$ cat src/rtl/fifo_uart_tx.sv
// fifo_uart_tx: pops words from a fall-through FIFO and sends each as a UART frame on o_tx.
// Define FIFO_UART_TX_PARITY_EN to add an even-parity bit between the data and stop bits.
module fifo_uart_tx #(
    parameter int unsigned DATA_WIDTH   = 8,
    parameter int unsigned CLKS_PER_BIT = 868,
    parameter int unsigned STOP_BITS    = 1
) (
    input  logic                  i_clk,
    input  logic                  i_rst,
    input  logic                  i_enable,
    input  logic                  i_fifo_empty,
    input  logic [DATA_WIDTH-1:0] i_fifo_data,
    output logic                  o_fifo_rd_en,
    output logic                  o_tx,
    output logic                  o_busy,
    output logic                  o_frame_done
);

    localparam int unsigned CNT_W = (CLKS_PER_BIT > 1) ? $clog2(CLKS_PER_BIT) : 1;
    localparam int unsigned IDX_W = (DATA_WIDTH > 1) ? $clog2(DATA_WIDTH) : 1;
    localparam logic [CNT_W-1:0] CNT_LAST  = CNT_W'(CLKS_PER_BIT - 1);
    localparam logic [IDX_W-1:0] DATA_LAST = IDX_W'(DATA_WIDTH - 1);
    localparam logic [IDX_W-1:0] STOP_LAST = IDX_W'(STOP_BITS - 1);

    typedef enum logic [2:0] {
        ST_IDLE,
        ST_START,
        ST_DATA,
`ifdef FIFO_UART_TX_PARITY_EN
        ST_PARITY,
`endif
        ST_STOP
    } state_t;

    state_t                state_q, state_d;
    logic [CNT_W-1:0]      cnt_q, cnt_d;
    logic [IDX_W-1:0]      idx_q, idx_d;
    logic [DATA_WIDTH-1:0] shift_q, shift_d;
    logic                  tx_q, tx_d;
    logic                  done_q, done_d;
    logic                  bit_end;
`ifdef FIFO_UART_TX_PARITY_EN
    logic                  parity_q, parity_d;
`endif

    assign o_fifo_rd_en = (state_q == ST_IDLE) & i_enable & ~i_fifo_empty & ~i_rst;
    assign o_tx         = tx_q;
    assign o_busy       = (state_q != ST_IDLE);
    assign o_frame_done = done_q;
    assign bit_end      = (cnt_q == CNT_LAST);

    // tx_d is the value the line holds for the whole next bit, so o_tx comes straight from a flop.
    always_comb begin
        state_d = state_q;
        cnt_d   = cnt_q;
        idx_d   = idx_q;
        shift_d = shift_q;
        tx_d    = tx_q;
        done_d  = 1'b0;
`ifdef FIFO_UART_TX_PARITY_EN
        parity_d = parity_q;
`endif
        if (state_q != ST_IDLE) begin
            cnt_d = bit_end ? '0 : cnt_q + CNT_W'(1);
        end

        unique case (state_q)
            ST_IDLE: begin
                if (o_fifo_rd_en) begin
                    shift_d = i_fifo_data;
                    cnt_d   = '0;
                    idx_d   = '0;
                    tx_d    = 1'b0;
                    state_d = ST_START;
`ifdef FIFO_UART_TX_PARITY_EN
                    parity_d = ^i_fifo_data;
`endif
                end
            end
            ST_START: begin
                if (bit_end) begin
                    tx_d    = shift_q[0];
                    state_d = ST_DATA;
                end
            end
            ST_DATA: begin
                if (bit_end) begin
                    shift_d = shift_q >> 1;
                    if (idx_q == DATA_LAST) begin
                        idx_d = '0;
`ifdef FIFO_UART_TX_PARITY_EN
                        tx_d    = parity_q;
                        state_d = ST_PARITY;
`else
                        tx_d    = 1'b1;
                        state_d = ST_STOP;
`endif
                    end else begin
                        idx_d = idx_q + IDX_W'(1);
                        tx_d  = shift_d[0];
                    end
                end
            end
`ifdef FIFO_UART_TX_PARITY_EN
            ST_PARITY: begin
                if (bit_end) begin
                    tx_d    = 1'b1;
                    state_d = ST_STOP;
                end
            end
`endif
            ST_STOP: begin
                if (bit_end) begin
                    if (idx_q == STOP_LAST) begin
                        idx_d   = '0;
                        done_d  = 1'b1;
                        state_d = ST_IDLE;
                    end else begin
                        idx_d = idx_q + IDX_W'(1);
                    end
                end
            end
            default: begin
                tx_d    = 1'b1;
                state_d = ST_IDLE;
            end
        endcase
    end

    always_ff @(posedge i_clk or posedge i_rst) begin
        if (i_rst) begin
            state_q  <= ST_IDLE;
            cnt_q    <= '0;
            idx_q    <= '0;
            shift_q  <= '0;
            tx_q     <= 1'b1;
            done_q   <= 1'b0;
`ifdef FIFO_UART_TX_PARITY_EN
            parity_q <= 1'b0;
`endif
        end else begin
            state_q  <= state_d;
            cnt_q    <= cnt_d;
            idx_q    <= idx_d;
            shift_q  <= shift_d;
            tx_q     <= tx_d;
            done_q   <= done_d;
`ifdef FIFO_UART_TX_PARITY_EN
            parity_q <= parity_d;
`endif
        end
    end

endmodule

$ cat config.mk
export PLATFORM = sky130hd
export DESIGN_NAME = fifo_uart_tx
export DESIGN_NICKNAME = d
export VERILOG_FILES = /design/src/rtl/fifo_uart_tx.sv
export SDC_FILE = /design/constraint.sdc
export NUM_CORES = 1
export LEC_CHECK = 0
export CAP_MARGIN = 25
export CORE_UTILIZATION = 41
export DETAILED_ROUTE_END_ITERATION = 7
export SYNTH_ARGS = -nofsm -noshare
export SYNTH_HDL_FRONTEND = slang
export SYNTH_SLANG_ARGS = --single-unit
$ cat constraint.sdc
create_clock -name i_clk -period 1.8 [get_ports i_clk]
set_clock_uncertainty 0.1 [all_clocks]
set_input_delay 0.36 -clock i_clk [delete_from_list [all_inputs] [get_ports i_clk]]
set_output_delay 0.36 -clock i_clk [all_outputs]
set_load 0.005 [all_outputs]
[Word-level counts from Yosys, hierarchy flattened]
Cells that the tools add are included.
Storage, ports and cells
  flip-flop bits (word level): 26
  latch bits: 0
  memory bits (writable): 0
  memory bits (read-only): 0
  input port bits: 12
  output and inout port bits: 4
  word-level logic and storage cells: 62
  memories kept: 0
Operators by class
  add/sub/neg operators: 2
  multipliers: 0
  div/mod/pow operators: 0
  order comparisons: 0
  equality and inequality tests: 11
  shift-type cells: 0
  mux-type cells: 28
  bitwise gates (word level): 6
  reductions and logical operators: 9
Operators with widths (count)
  $mux 10: 4
  $mux 3: 11
  $mux 8: 2
  $pmux 8 s2: 1
  $ne 2x2->1 const B: 6
  $pmux 3 s4: 1
  $add 10x1->10 const B: 1
  $eq 10x10->1 const B: 1
  $pmux 3 s3: 1
  $reduce_and 4->1: 2
  $mux 1: 7
  $eq 3x2->1 const B: 2
  $logic_not 3->1: 2
  $reduce_and 6->1: 1
  $reduce_bool 3->1: 2
  $pmux 1 s4: 1
  $add 3x1->3 const B: 1
  $and 1x1->1: 3
  $eq 3x1->1 const B: 1
  $eq 3x3->1 const B: 1
  $not 1->1: 3
  $reduce_and 3->1: 1
  $reduce_bool 2->1: 1

[Logic depth before layout (Yosys ltp)]
  depth in word-level cells: 6
  depth in mapped cells: 7

[Worst setup path before layout]
No wires, ideal clock.
  path type: reg2reg
  start point: register state_q[0]
  end point: register shift_q[6]
  arrival: 1.579 ns
  path slack: -0.007 ns
  cell stages (with the launch flop): 8
  path through: dfrtp_1 inv_1 ha_1 buf_2 inv_1 nor2_2 a21oi_4 mux2_1
Between the ends
  cells in the longest elaborated chain, start to end: 6
  elaborated cells between the ends (all ways): 10
Ends and longest elaborated chain
  start, declared: line 35  | state_t state_q, state_d;
  start signal, assigned: line 142  | state_q <= state_d;
  $logic_not 3->1: line 46, 67
  $and 1x1->1 (3 in series): line 46  | assign o_fifo_rd_en = (state_q == ST_IDLE) & i_enable & ~i_fifo_empty & ~i_rst;
  $ne 2x2->1 (no source line)
  $reduce_and 3->1 (no source line)
  end signal, assigned: line 145  | shift_q <= shift_d;
  end, declared: line 38  | logic [DATA_WIDTH-1:0] shift_q, shift_d;
Parallel ways exist; a longest one is shown, timed or not.
A chain may end at the register's enable or synchronous reset.

[Worst setup path after layout]
  start point: register cnt_q[1]
  end point: register state_q[0]
Between the ends
  cells in the longest elaborated chain, start to end: 3
  elaborated cells between the ends (all ways): 5
Ends and longest elaborated chain
  start, declared: line 36  | logic [CNT_W-1:0] cnt_q, cnt_d;
  start signal, assigned: line 143  | cnt_q <= cnt_d;
  $eq 10x10->1 *: line 50  | assign bit_end = (cnt_q == CNT_LAST);
  $ne 2x2->1 (no source line)
  $reduce_and 6->1 (no source line) *
Mark *: on every way between the ends. The rest lies on a longest branch, timed or not.

==> impl_metrics.yaml <==
floorplanning:
  die_w_um: 63.2
  pin_count: 16
  die_h_um: 63.2
  core-area_sq_um: 3470
  num_rows: 21
  start_util_pct: 44.3
  design.die.area_sq_um: 4000
cts:
  clockBufferDepth: 2
  numCtsBuffers: 3
  clk_pin_slew_worst_paths_ns: 0.10
  root_buffer: "clkbuf_8"
  clk_latency_ns: 0.28
  cts_max_level: 1
  cts_tree: "yes"
  clkSinkCount: 25
  holdBufCountCts: 0
sta:
  hold_slack_ns: 0.196
  setup_viol: 0
  worst_slew_pin_slew_ns: 0.363
  timing.final.ws_setup_ns: 0.00269
  grt_setup_unrepaired: "yes"
  hold_violations: 0
  fin_crit_sh_pct: 99.9
  max_freq_mhz: 556
  finalSetupTns_ns: 0
  slew_headroom_pct: 75.6
  slew_violations: 0
  period_minus_slack_ns: 1.80
logic_synthesis:
  syn_nets: 163
  synth_flop_cell: "dfrtp_1"
  synth_edf_count: 0
  synthDistinctLibCells: 47
  ys_seq_area_share_pct: 40.8
  synth.top_cell.area_share_pct: 39.1
  yosys_register_bits: 25
  synth.area.top_cells: "dfrtp_1 39%, mux2_2 10%, ha_1 7.3%"
  syn_area_per_cell_sq_um: 10.8
  synth_area_sq_um: 1540
  async_flop_share_pct: 100
  syn-instance-count: 142
  yosys_warnings: 0
  yosys.area.top_type: "dfrtp_1"
final_layout:
  layoutNonFillerInstCount: 236
  nets: 212
  diodes: 0
  syn_to_final_growth_pct: 39.2
  drive_gt1_share_pct: 40.5
  final_area_sq_um: 2140
  nFillCells: 304
  finalCoreUtilization_pct: 61.7
worst_setup_path:
  cp.arrival_ns: 1.88
  end_kind: "flip-flop"
  cp-start-kind: "flip-flop"
  rrSetupSlack_ns: 0.003
  critPathKind: "reg2reg"
  path_max_fanout: 3
  cp-startpoint: "cnt_q[1]"
  r2r-start: "cnt_q[1]"
  cp_data_required_time_ns: 1.89
power_and_ir_drop:
  cellLeakagePower_nw: 1.01
  p_total_uw: 989
  power.density_nw_per_um2: 463
  ir_drop_v: 0.000479
placement:
  dp_hpwl_mm: 2.50
  dpl_cell_area_sq_um: 1890
  place.gp.congestion: 0.853
  port_buffers: 15
  dp_slack_ns: -0.282
  numPlacedInstances: 221
route:
  routed_wl_mm: 3.48
  drt_iter0_drc: 58
  wl_per_cell_um: 14.8
  drt_first_pass_iters: 4
  viasPerCell: 5.23
  drc: 0
  vias: 1235
  antenna_left: 0
grt:
  grt_pass1_vias: 1313
  grt_max_degree: 26
  grt_overflow_total: 0
  grt.total_usage_pct: 19.2
  antenna_found_initial: 0
  grt_pass1_wl_mm: 6.04
flow_run:
  max_cap_violations: 0
hold_path:
  hold_path_class: "in2async"
outcome:
  status: "finished, final reports clean"
==> cell type report <==
type / count / area (sq um) / share of cell area [%]
clock buffers: 3 / 41.3 / 1.93
clock inverters: 1 / 8.76 / 0.410
inverters: 10 / 40.0 / 1.87
multi-input cells: 102 / 935 / 43.7
flip-flops and latches: 25 / 627 / 29.3
well taps: 46 / 57.6 / 2.69
repair buffers: 49 / 429 / 20.1
==> worst max-delay path, stage by stage (launching register included) <==
cell and delay, ns:
dfrtp_1 0.40, ha_2 0.20, and4b_2 0.25, and3_4 0.20, o211ai_1 0.29, mux2i_1 0.27
==> timing repair <==
action                     CTS  global route
gates resized for setup     18            16
pin swaps                    5             9
setup buffers                5             6
setup endpoints to repair   15            18
==> path summary, 6_finish.rpt <==
path | cells after the start | endpoint
worst max-delay path | 5 | state_q[0]
worst min register to register | 1 | shift_q[0]
worst min-delay path | 3 | idx_q[0]
min in group i_clk | 1 | shift_q[0]
worst max register to register | 5 | state_q[0]
max in group asynchronous | 3 | o_tx
==> state kept, by name, indices dropped and copies added, names as in the netlist <==
register	count
cnt_q	10
idx_q	3
state_q	2
o_frame_done	1
o_tx	1
shift_q	8
==> where the power goes <==
group          internal, mW  switching, mW
sequential            0.568        0.00464
combinational        0.0373         0.0215
clock                 0.162          0.196
total                 0.768          0.222
==> cells in the mapped netlist, types with 2 or more instances <==
master	number
a21oi_1	5
a22o_1	2
a31oi_1	5
a41oi_1	2
buf_2	3
dfrtp_1	24
ha_1	9
inv_1	10
mux2_2	14
mux2_4	2
mux2i_1	4
nand2_1	9
nand2b_1	2
nand3_1	4
nor2_1	6
nor2b_1	4
nor3_1	2
o21ai_0	5
xor2_1	2
==> cells by family (layout without fill, tap and decap cells) <==
| logic type | Yosys count | count (layout) | share of synthesized area, % |
|---|---|---|---|
| AO/OA/AOI/OAI | 28 | 28 | 14.3 |
| XOR/XNOR | 3 | 3 | 1.71 |
| adder cells (fa/ha/maj) | 9 | 9 | 7.33 |
| buffers and inverters | 15 | 63 | 4.40 |
| flip-flops | 25 | 25 | 40.8 |
| multiplexers | 21 | 21 | 15.6 |
| AND/OR/NAND/NOR | 41 | 41 | 16.0 |
==> per-layer routing <==
| metal | part of all wire, % | GRT usage [%] | vias to the layer above | wire length, um |
|---|---|---|---|---|
| li1 | - | - | 608 | - |
| met1 | 48 | 25.4 | 598 | 1680 |
| met2 | 48 | 31.3 | 23 | 1660 |
| met3 | 2.6 | 3.26 | 6 | 91 |
| met4 | 1.3 | 7.39 | 0 | 46 |
| met5 | 0 | 0 | - | 0 |
==> cells in the final DEF, fill, tap and decap left out, drive strengths merged, types with 2 or more instances in the layout <==
master / instances
o221ai: 2
and2: 2
nor2b: 4
mux2i: 4
nor3: 3
a41oi: 2
nor2: 7
and3: 2
nand3: 4
xor2: 2
mux2: 17
nand4: 2
a21oi: 6
nand2b: 2
clkbuf: 4
clkdlybuf4s50: 11
buf: 34
inv: 11
nand2: 9
a31oi: 6
a22o: 2
ha: 9
o21ai: 5
dfrtp: 24
No activity file was read; power rests on OpenSTA's default activity.
==> RTL change: new RTL, same settings <==
Set the parameter `DATA_WIDTH` to 16 (it was 8).
--- a/src/rtl/fifo_uart_tx.sv
+++ b/src/rtl/fifo_uart_tx.sv
@@ -1,7 +1,7 @@
 // fifo_uart_tx: pops words from a fall-through FIFO and sends each as a UART frame on o_tx.
 // Define FIFO_UART_TX_PARITY_EN to add an even-parity bit between the data and stop bits.
 module fifo_uart_tx #(
-    parameter int unsigned DATA_WIDTH   = 8,
+    parameter int unsigned DATA_WIDTH   = 16,
     parameter int unsigned CLKS_PER_BIT = 868,
     parameter int unsigned STOP_BITS    = 1
 ) (
Interface: changed (resized i_fifo_data); port bits go from 16 to 24. No check against the original RTL was run, so the function may have changed too.
==> RTL change against the unedited design <==
The run now ends with setup timing left. Power rose by 49%. Sequential cell count increased by 9. Worst setup slack worse by 0.095 ns. Synthesized cell count grew 24%. Critical path depth is 1 higher. Area after synthesis increased by 32%. Design area is 32% higher. Highest routed layer unchanged. Routed wire length grew 36%.
==> RTL change: results (changes against the unedited design) <==
metric,value,unit,change
cts_buffers,5,,+2
grt_pass1_vias,1717,,+31%
layout.nets,267,,+26%
timing.rr.end,shift_q[3],,
path_clk_slew,0.07,ns,-0.03 ns
ys_types,48,,+2.1%
placedCellCount,292,,+32%
fillCellCount,387,,+27%
grt_max_degree,35,,+35%
setup_ws,-0.0923,ns,-0.0950 ns
htreeDepth,2,,+1
finalNonFillerCells,307,,+30%
maxCapViolations,0,,unchanged
p_sw,323,uW,+45%
layout-drive-gt1-share,0.467,,+0.0614
vdd_drop_max,0.000343,V,-28%
status,"complete, but fails checks",,
setup_viol,19,,+19
setup_tns,-1.14,ns,-1.14 ns
slowest_delay,0.36,ns,-0.04 ns
whs,0.0918,ns,-0.104 ns
worstPathArrival,1.96,ns,+0.08 ns
synth_top_cell_area_share,0.408,,+0.0170
grt_pass1_wl,7950,um,+32%
post-place-ws,-0.379,ns,-0.0970 ns
synth.area.top_cells,"dfrtp_1, mux2_2, mux2_4, ha_1, nand2_1",,
rr_startpoint,cnt_q[0],,
ys_seq_area_frac,0.421,,+0.0129
cp_max_fo,15,,+12
leakage,0.00131,uW,+30%
violations,setup timing,,
clock_latency,0.29,ns,
track_usage,0.200,,+0.00827
wl,4730,um,+36%
slew_headroom,0.759,,+0.00321
vias,1631,,+32%
gp_congestion,0.896,,+5.1%
placed_cell_area,2580,um2,+36%
post-dp-hpwl,3310,um,+33%
reg2reg_depth,6,,+1
largestRegisters,"shift_q x16, cnt_q x10, idx_q x4",,
port_buffers,23,,+8
synth_common_cells,"dfrtp_1, mux2_2, nand2_1",,
mappedNetlistNets,204,,+25%
drtIter0Drc,47,,-19%
synth_area_per_cell,11.5,um2,+6.3%
==> RTL change: cell count changes in the layout (fill, tap and decap cells not counted), sizes merged, moves of 2 or more <==
cell / unedited run / this run
mux2: 17 / 32
dfrtp: 24 / 33
buf: 34 / 41
clkdlybuf4s50: 11 / 17
clkbuf: 4 / 8
dlymetal6s2s: 1 / 4
inv: 11 / 8
o21ai: 5 / 8
a211o: 0 / 2
nand2: 9 / 11
nor2b: 4 / 2
nor4: 1 / 3
o221ai: 2 / 0
or2: 1 / 3
==> RTL change: cells by family after synthesis <==
kind of cell / Yosys count / share of synthesized area
and+or+nand+nor: 48 / 0.146
muxes: 35 / 0.211
DFF: 34 / 0.421
AOI/OAI and AO/OA: 32 / 0.112
buffers and inverters: 16 / 0.0470
adders and majority gates: 8 / 0.0494
xor gates and xnor gates: 3 / 0.0130
==> RTL change: timing repair <==
action	in CTS	in global routing
pin swaps	3	6
resized for setup	22	13
setup endpoints to repair	26	31
hold buffers	0	0
buffers inserted	4	4
==> RTL change: routing by layer <==
metal / GRT usage / up-vias / part of all wire
met3: 0.0444 / 11 / 0.031
met1: 0.259 / 813 / 0.45
met5: 0 / - / 0
met2: 0.332 / 38 / 0.50
li1: - / 769 / -
met4: 0.0675 / 0 / 0.019
==> RTL change: power groups by stage <==
stage                     clock network [uW]  logic, uW  registers, uW
final                                    589        103            782
after global routing                     652        112            783
after global placement                     0       98.9            796
after floorplan                            0       43.5            794
after CTS                                608        106            782
after detailed placement                   0        102            797
==> RTL change: final cells by class <==
cell class	count	area [um2]	area share
Clock inverter	1	5.00	0.00177
Clock buffer	7	86.3	0.0305
Multi-Input combinational cell	126	1200	0.424
Sequential cell	34	853	0.302
Timing Repair Buffer	64	572	0.202
Inverter	8	30.0	0.0106
Tap cell	67	83.8	0.0296
